### config.mk
export PLATFORM = sky130hd
export DESIGN_NAME = ascon_perm_ctrl_flat
export DESIGN_NICKNAME = d
export VERILOG_FILES = /design/src/rtl/ascon_perm_ctrl_if.sv /design/src/rtl/ascon_perm_ctrl.sv /design/src/flat_wrapper.sv
export SDC_FILE = /design/constraint.sdc
export NUM_CORES = 1
export LEC_CHECK = 0
export ABC_AREA = 1
export CORE_MARGIN = 2
export CORE_UTILIZATION = 39
export DETAILED_ROUTE_END_ITERATION = 12
export PLACE_DENSITY = 0.74
export SLEW_MARGIN = 20
export SYNTH_ARGS = -nofsm -noshare
export SYNTH_HDL_FRONTEND = slang
export SYNTH_SLANG_ARGS = --single-unit
export TNS_END_PERCENT = 20
### constraint.sdc
create_clock -name clock_i -period 1.4 [get_ports clock_i]
set_input_delay 0.35 -clock clock_i [delete_from_list [all_inputs] [get_ports clock_i]]
set_output_delay 0.35 -clock clock_i [all_outputs]
set_load 0.05 [all_outputs]
### src/rtl/ascon_perm_ctrl_if.sv
// Handshake and control bundle between the ASCON mode FSM (master) and the
// permutation sequencer (slave); the slave's outputs feed the datapath controls.
interface ascon_perm_ctrl_if;
   logic       start_i;
   logic       mode_i;
   logic       load_i;
   logic       xor_data_i;
   logic       xor_key_begin_i;
   logic       xor_key_end_i;
   logic       xor_lsb_i;
   logic [3:0] counter_o;
   logic       data_sel_o;
   logic       en_reg_state_o;
   logic       en_xor_data_o;
   logic       en_xor_key_o;
   logic       en_xor_key_end_o;
   logic       en_xor_lsb_o;
   logic       busy_o;
   logic       done_o;

   modport master (
      output start_i, mode_i, load_i, xor_data_i, xor_key_begin_i,
             xor_key_end_i, xor_lsb_i,
      input  counter_o, data_sel_o, en_reg_state_o, en_xor_data_o,
             en_xor_key_o, en_xor_key_end_o, en_xor_lsb_o, busy_o, done_o
   );

   modport slave (
      input  start_i, mode_i, load_i, xor_data_i, xor_key_begin_i,
             xor_key_end_i, xor_lsb_i,
      output counter_o, data_sel_o, en_reg_state_o, en_xor_data_o,
             en_xor_key_o, en_xor_key_end_o, en_xor_lsb_o, busy_o, done_o
   );
endinterface

### src/rtl/ascon_perm_ctrl.sv
// Sequences one ASCON permutation (p^a: rounds 0..11, p^b: rounds 6..11) on the
// permutation datapath; all outputs are Moore-decoded from registered state.
module ascon_perm_ctrl (
   input  logic              clock_i,
   input  logic              resetb_i,
   ascon_perm_ctrl_if.slave  bus
);

   localparam logic [1:0] ST_IDLE  = 2'd0;
   localparam logic [1:0] ST_FIRST = 2'd1;
   localparam logic [1:0] ST_ROUND = 2'd2;
   localparam logic [1:0] ST_DONE  = 2'd3;

   localparam logic [3:0] RND_PA   = 4'd0;
   localparam logic [3:0] RND_PB   = 4'd6;
   localparam logic [3:0] RND_LAST = 4'd11;

   logic [1:0] state, state_nxt;
   logic [3:0] rnd, rnd_nxt;
   logic       cfg_latch;

   logic       f_load;
   logic       f_xor_data;
   logic       f_xor_key_begin;
   logic       f_xor_key_end;
   logic       f_xor_lsb;

   logic       in_first, in_round, in_busy, last_round;

   assign in_first   = (state == ST_FIRST);
   assign in_round   = (state == ST_ROUND);
   assign in_busy    = in_first | in_round;
   // Values above 11 cannot occur normally; if forced, they end the permutation.
   assign last_round = (rnd >= RND_LAST);

   always_comb begin
      state_nxt = state;
      rnd_nxt   = rnd;
      cfg_latch = 1'b0;
      case (state)
         ST_IDLE: begin
            if (bus.start_i) begin
               state_nxt = ST_FIRST;
               rnd_nxt   = bus.mode_i ? RND_PB : RND_PA;
               cfg_latch = 1'b1;
            end
         end
         ST_FIRST, ST_ROUND: begin
            if (last_round) begin
               state_nxt = ST_DONE;
            end else begin
               state_nxt = ST_ROUND;
               rnd_nxt   = rnd + 4'd1;
            end
         end
         ST_DONE: begin
            if (bus.start_i) begin
               state_nxt = ST_FIRST;
               rnd_nxt   = bus.mode_i ? RND_PB : RND_PA;
               cfg_latch = 1'b1;
            end else begin
               state_nxt = ST_IDLE;
               rnd_nxt   = RND_PA;
            end
         end
         default: begin
            state_nxt = ST_IDLE;
            rnd_nxt   = RND_PA;
         end
      endcase
   end

   always_ff @(posedge clock_i or negedge resetb_i) begin
      if (!resetb_i) begin
         state <= ST_IDLE;
         rnd   <= RND_PA;
      end else begin
         state <= state_nxt;
         rnd   <= rnd_nxt;
      end
   end

   always_ff @(posedge clock_i or negedge resetb_i) begin
      if (!resetb_i) begin
         f_load          <= 1'b0;
         f_xor_data      <= 1'b0;
         f_xor_key_begin <= 1'b0;
         f_xor_key_end   <= 1'b0;
         f_xor_lsb       <= 1'b0;
      end else if (cfg_latch) begin
         f_load          <= bus.load_i;
         f_xor_data      <= bus.xor_data_i;
         f_xor_key_begin <= bus.xor_key_begin_i;
         f_xor_key_end   <= bus.xor_key_end_i;
         f_xor_lsb       <= bus.xor_lsb_i;
      end
   end

   // The first round loads external state unless continuing from the register.
   assign bus.counter_o        = (state == ST_DONE) ? RND_LAST :
                                 in_busy            ? rnd      : 4'd0;
   assign bus.data_sel_o       = in_round | (in_first & ~f_load);
   assign bus.en_reg_state_o   = in_busy;
   assign bus.en_xor_data_o    = in_first & f_xor_data;
   assign bus.en_xor_key_o     = in_first & f_xor_key_begin;
   assign bus.en_xor_key_end_o = in_busy & last_round & f_xor_key_end;
   assign bus.en_xor_lsb_o     = in_busy & last_round & f_xor_lsb;
   assign bus.busy_o           = in_busy;
   assign bus.done_o           = (state == ST_DONE);

endmodule

### src/flat_wrapper.sv
// flat-port wrapper written by rule: the top's interface ports become plain ports
module ascon_perm_ctrl_flat 
  (clock_i, resetb_i, bus_start_i, bus_mode_i, bus_load_i, bus_xor_data_i, bus_xor_key_begin_i, bus_xor_key_end_i, bus_xor_lsb_i, bus_counter_o, bus_data_sel_o, bus_en_reg_state_o, bus_en_xor_data_o, bus_en_xor_key_o, bus_en_xor_key_end_o, bus_en_xor_lsb_o, bus_busy_o, bus_done_o);
  ascon_perm_ctrl_if bus_i ();
  input  logic clock_i;
  input  logic resetb_i;
  input wire logic [$bits(bus_i.start_i)-1:0] bus_start_i;
  input wire logic [$bits(bus_i.mode_i)-1:0] bus_mode_i;
  input wire logic [$bits(bus_i.load_i)-1:0] bus_load_i;
  input wire logic [$bits(bus_i.xor_data_i)-1:0] bus_xor_data_i;
  input wire logic [$bits(bus_i.xor_key_begin_i)-1:0] bus_xor_key_begin_i;
  input wire logic [$bits(bus_i.xor_key_end_i)-1:0] bus_xor_key_end_i;
  input wire logic [$bits(bus_i.xor_lsb_i)-1:0] bus_xor_lsb_i;
  output wire logic [$bits(bus_i.counter_o)-1:0] bus_counter_o;
  output wire logic [$bits(bus_i.data_sel_o)-1:0] bus_data_sel_o;
  output wire logic [$bits(bus_i.en_reg_state_o)-1:0] bus_en_reg_state_o;
  output wire logic [$bits(bus_i.en_xor_data_o)-1:0] bus_en_xor_data_o;
  output wire logic [$bits(bus_i.en_xor_key_o)-1:0] bus_en_xor_key_o;
  output wire logic [$bits(bus_i.en_xor_key_end_o)-1:0] bus_en_xor_key_end_o;
  output wire logic [$bits(bus_i.en_xor_lsb_o)-1:0] bus_en_xor_lsb_o;
  output wire logic [$bits(bus_i.busy_o)-1:0] bus_busy_o;
  output wire logic [$bits(bus_i.done_o)-1:0] bus_done_o;
  assign bus_i.start_i = bus_start_i;
  assign bus_i.mode_i = bus_mode_i;
  assign bus_i.load_i = bus_load_i;
  assign bus_i.xor_data_i = bus_xor_data_i;
  assign bus_i.xor_key_begin_i = bus_xor_key_begin_i;
  assign bus_i.xor_key_end_i = bus_xor_key_end_i;
  assign bus_i.xor_lsb_i = bus_xor_lsb_i;
  assign bus_counter_o = bus_i.counter_o;
  assign bus_data_sel_o = bus_i.data_sel_o;
  assign bus_en_reg_state_o = bus_i.en_reg_state_o;
  assign bus_en_xor_data_o = bus_i.en_xor_data_o;
  assign bus_en_xor_key_o = bus_i.en_xor_key_o;
  assign bus_en_xor_key_end_o = bus_i.en_xor_key_end_o;
  assign bus_en_xor_lsb_o = bus_i.en_xor_lsb_o;
  assign bus_busy_o = bus_i.busy_o;
  assign bus_done_o = bus_i.done_o;
  ascon_perm_ctrl u_core (.clock_i(clock_i), .resetb_i(resetb_i), .bus(bus_i));
endmodule
==> results_dict.tcl <==
set metrics [dict create \
    status "finished with violations" \
    violations "setup timing" \
    placed_cells 159 \
    rsz0062_at_grt "true" \
    die_area_sq_um 2200 \
    grt_pass1_wl_um 3160 \
    final_cells 163 \
    grt_max_degree 12 \
    synth.cell_area_sq_um 718 \
    fmax_mhz 551 \
    start_util 0.416 \
    drt.antenna.violating_nets 0 \
    relSlewSlack 0.856 \
    fin_crit_ns 1.82 \
    num_antenna_cells 0 \
    grt_remaining_overflow 0 \
    regArea_sq_um 275 \
    multiInputGateArea_sq_um 467 \
    fillers 131 \
    antenna_found_initial 0 \
    coreArea_sq_um 1730 \
    die_width_um 46.9 \
    viasPerCell 4.60 \
    drive_gt1_frac 0.413 \
    drv_slew 0 \
    finalHoldViolCount 0 \
    grt_use_total 0.207 \
    drt_wl_total_um 1790 \
    nets 154 \
    pre_cts_ws_ns -0.136 \
    numPortBuffers 20 \
    critPathCaptureType "output pin" \
    arrival_ns 1.47 \
    mostFrequentLayoutCell "nand2_1" \
    syn_to_final_growth_pct 82.8 \
    clockBufferDepth 2 \
    drc 0 \
    layout_setup_ws_ns -0.415 \
    h-tree-depth 1 \
    yosys_warnings 0 \
    synthesis.nets 114 \
    cts_root_buffer "clkbuf_4" \
    drt-wirelength-per-cell_um 11.0 \
    drt-initial-drc-count 21 \
    criticalPathCategory "flip-flop to output pin" \
    numCtsBuffers 3 \
    finClkSkew_ns 0.00718 \
    final-setup-viol-count 14 \
    hold_class "input pin to async pin" \
    dp_hpwl_um 1420 \
    yosys-top-cells-area "dfrtp_1, nand2_1, ha_1, inv_1, nand3_1" \
    period_share 1.30 \
    ys_types 17 \
    cts_tree "yes" \
    tns_ns -3.86 \
    mostFrequentLayoutCells "nand2_1, buf_4, buf_12" \
    first_pass_iters 4 \
    cts_num_sinks 11 \
    yosys.area.top_type "dfrtp_1" \
    clk_transition_reported_paths_ns 0.08 \
    worstMarginPinSlew_ns 0.216 \
    synth_cells 99 \
    max_cap_viol_count 0 \
    num_vias 750 \
    avgSynthCellArea_sq_um 7.25 \
    gp_congestion 0.817 \
    synth-seq-area-share 0.383 \
    die_h_um 46.9 \
    ys_ff_latch 11 \
    grt_pass1_vias 750 \
    cp.required_ns 1.05 \
    worstSkewPairLatency_ns 0.28 \
    utilization 0.760 \
    boundaryPins 21 \
    yosysTopAreaCellShare 0.383 \
    cp-start-kind "flip-flop" \
    path_max_fanout 5 \
    row_count 15 \
]
cell type report:
type                       instances  share of cell area
multi-input combinational         69               0.356
timing repair buffer              36               0.336
sequential                        11               0.210
inverter                          18              0.0553
tap                               25              0.0238
clock buffer                       4              0.0200
flip-flops by register name (all words and copies together), names as in the netlist:
name                    count
u_core.f_xor_data           1
u_core.f_load               1
u_core.state                2
u_core.rnd                  4
u_core.f_xor_key_end        1
u_core.f_xor_lsb            1
u_core.f_xor_key_begin      1
what timing repair did:
action,CTS,global route
resized for setup,10,1
buffers inserted,0,0
pin swaps,3,1
hold buffers,0,0
setup endpoints to repair,14,19
routing by layer:
metal  GRT usage  vias to the layer above  part of all wire
li1            -                      377                 -
met1       0.248                      341              0.43
met2       0.342                       25              0.48
met3      0.0500                        7             0.055
met4       0.111                        0             0.035
met5           0                        -                 0
cell usage after synthesis (all sizes together):
library cell,number
o21ai,3
nand2,39
a21oi,2
o21bai,1
nand3,7
nand3b,1
nor2,8
nand4,1
dfrtp,11
inv,18
buf,1
ha,6
nor3,1
stage by stage:
step / area (sq um) / hold slack [ns]
2_1_floorplan: 779 / 0.0544
3_3_place_gp: 1240 / 0.456
3_5_place_dp: 1240 / 0.467
4_1_cts: 1310 / 0.370
5_1_grt: 1310 / 0.370
6_report: 1310 / 0.362
logic make-up (layout without fill, tap and decap cells):
group | after synthesis | after routing | synth area share
DFF | 11 | 11 | 0.383
AOI/OAI and AO/OA | 6 | 6 | 0.0453
adders and majority gates | 6 | 6 | 0.105
and+or+nand+nor | 57 | 57 | 0.362
buffers and inverters | 19 | 58 | 0.105
worst max-delay path, stage by stage (launching register included):
cell     delay (ns)
dfrtp_1        0.37
inv_2          0.06
ha_4           0.32
nand2_4        0.06
inv_2          0.06
nand2_4        0.06
nor2_4         0.10
buf_12         0.14
worst paths after layout:
kind | cells past startpoint | start | endpoint | slack (ns)
setup / recovery | 7 | u_core.state[1] | bus_en_xor_lsb_o | -0.42
hold / removal | 2 | resetb_i | u_core.f_xor_key_begin | 0.36
setup reg to reg | 10 | u_core.state[1] | u_core.rnd[2] | -0.04
hold reg to reg | 2 | u_core.f_xor_key_begin | u_core.f_xor_key_begin | 0.48
max in group asynchronous | 2 | resetb_i | u_core.rnd[3] | 0.88
min in group clock_i | 2 | u_core.f_xor_key_begin | u_core.f_xor_key_begin | 0.48
Power is not shown: default switching activity piles up to over one toggle a cycle in this logic, so the estimate is an artifact.
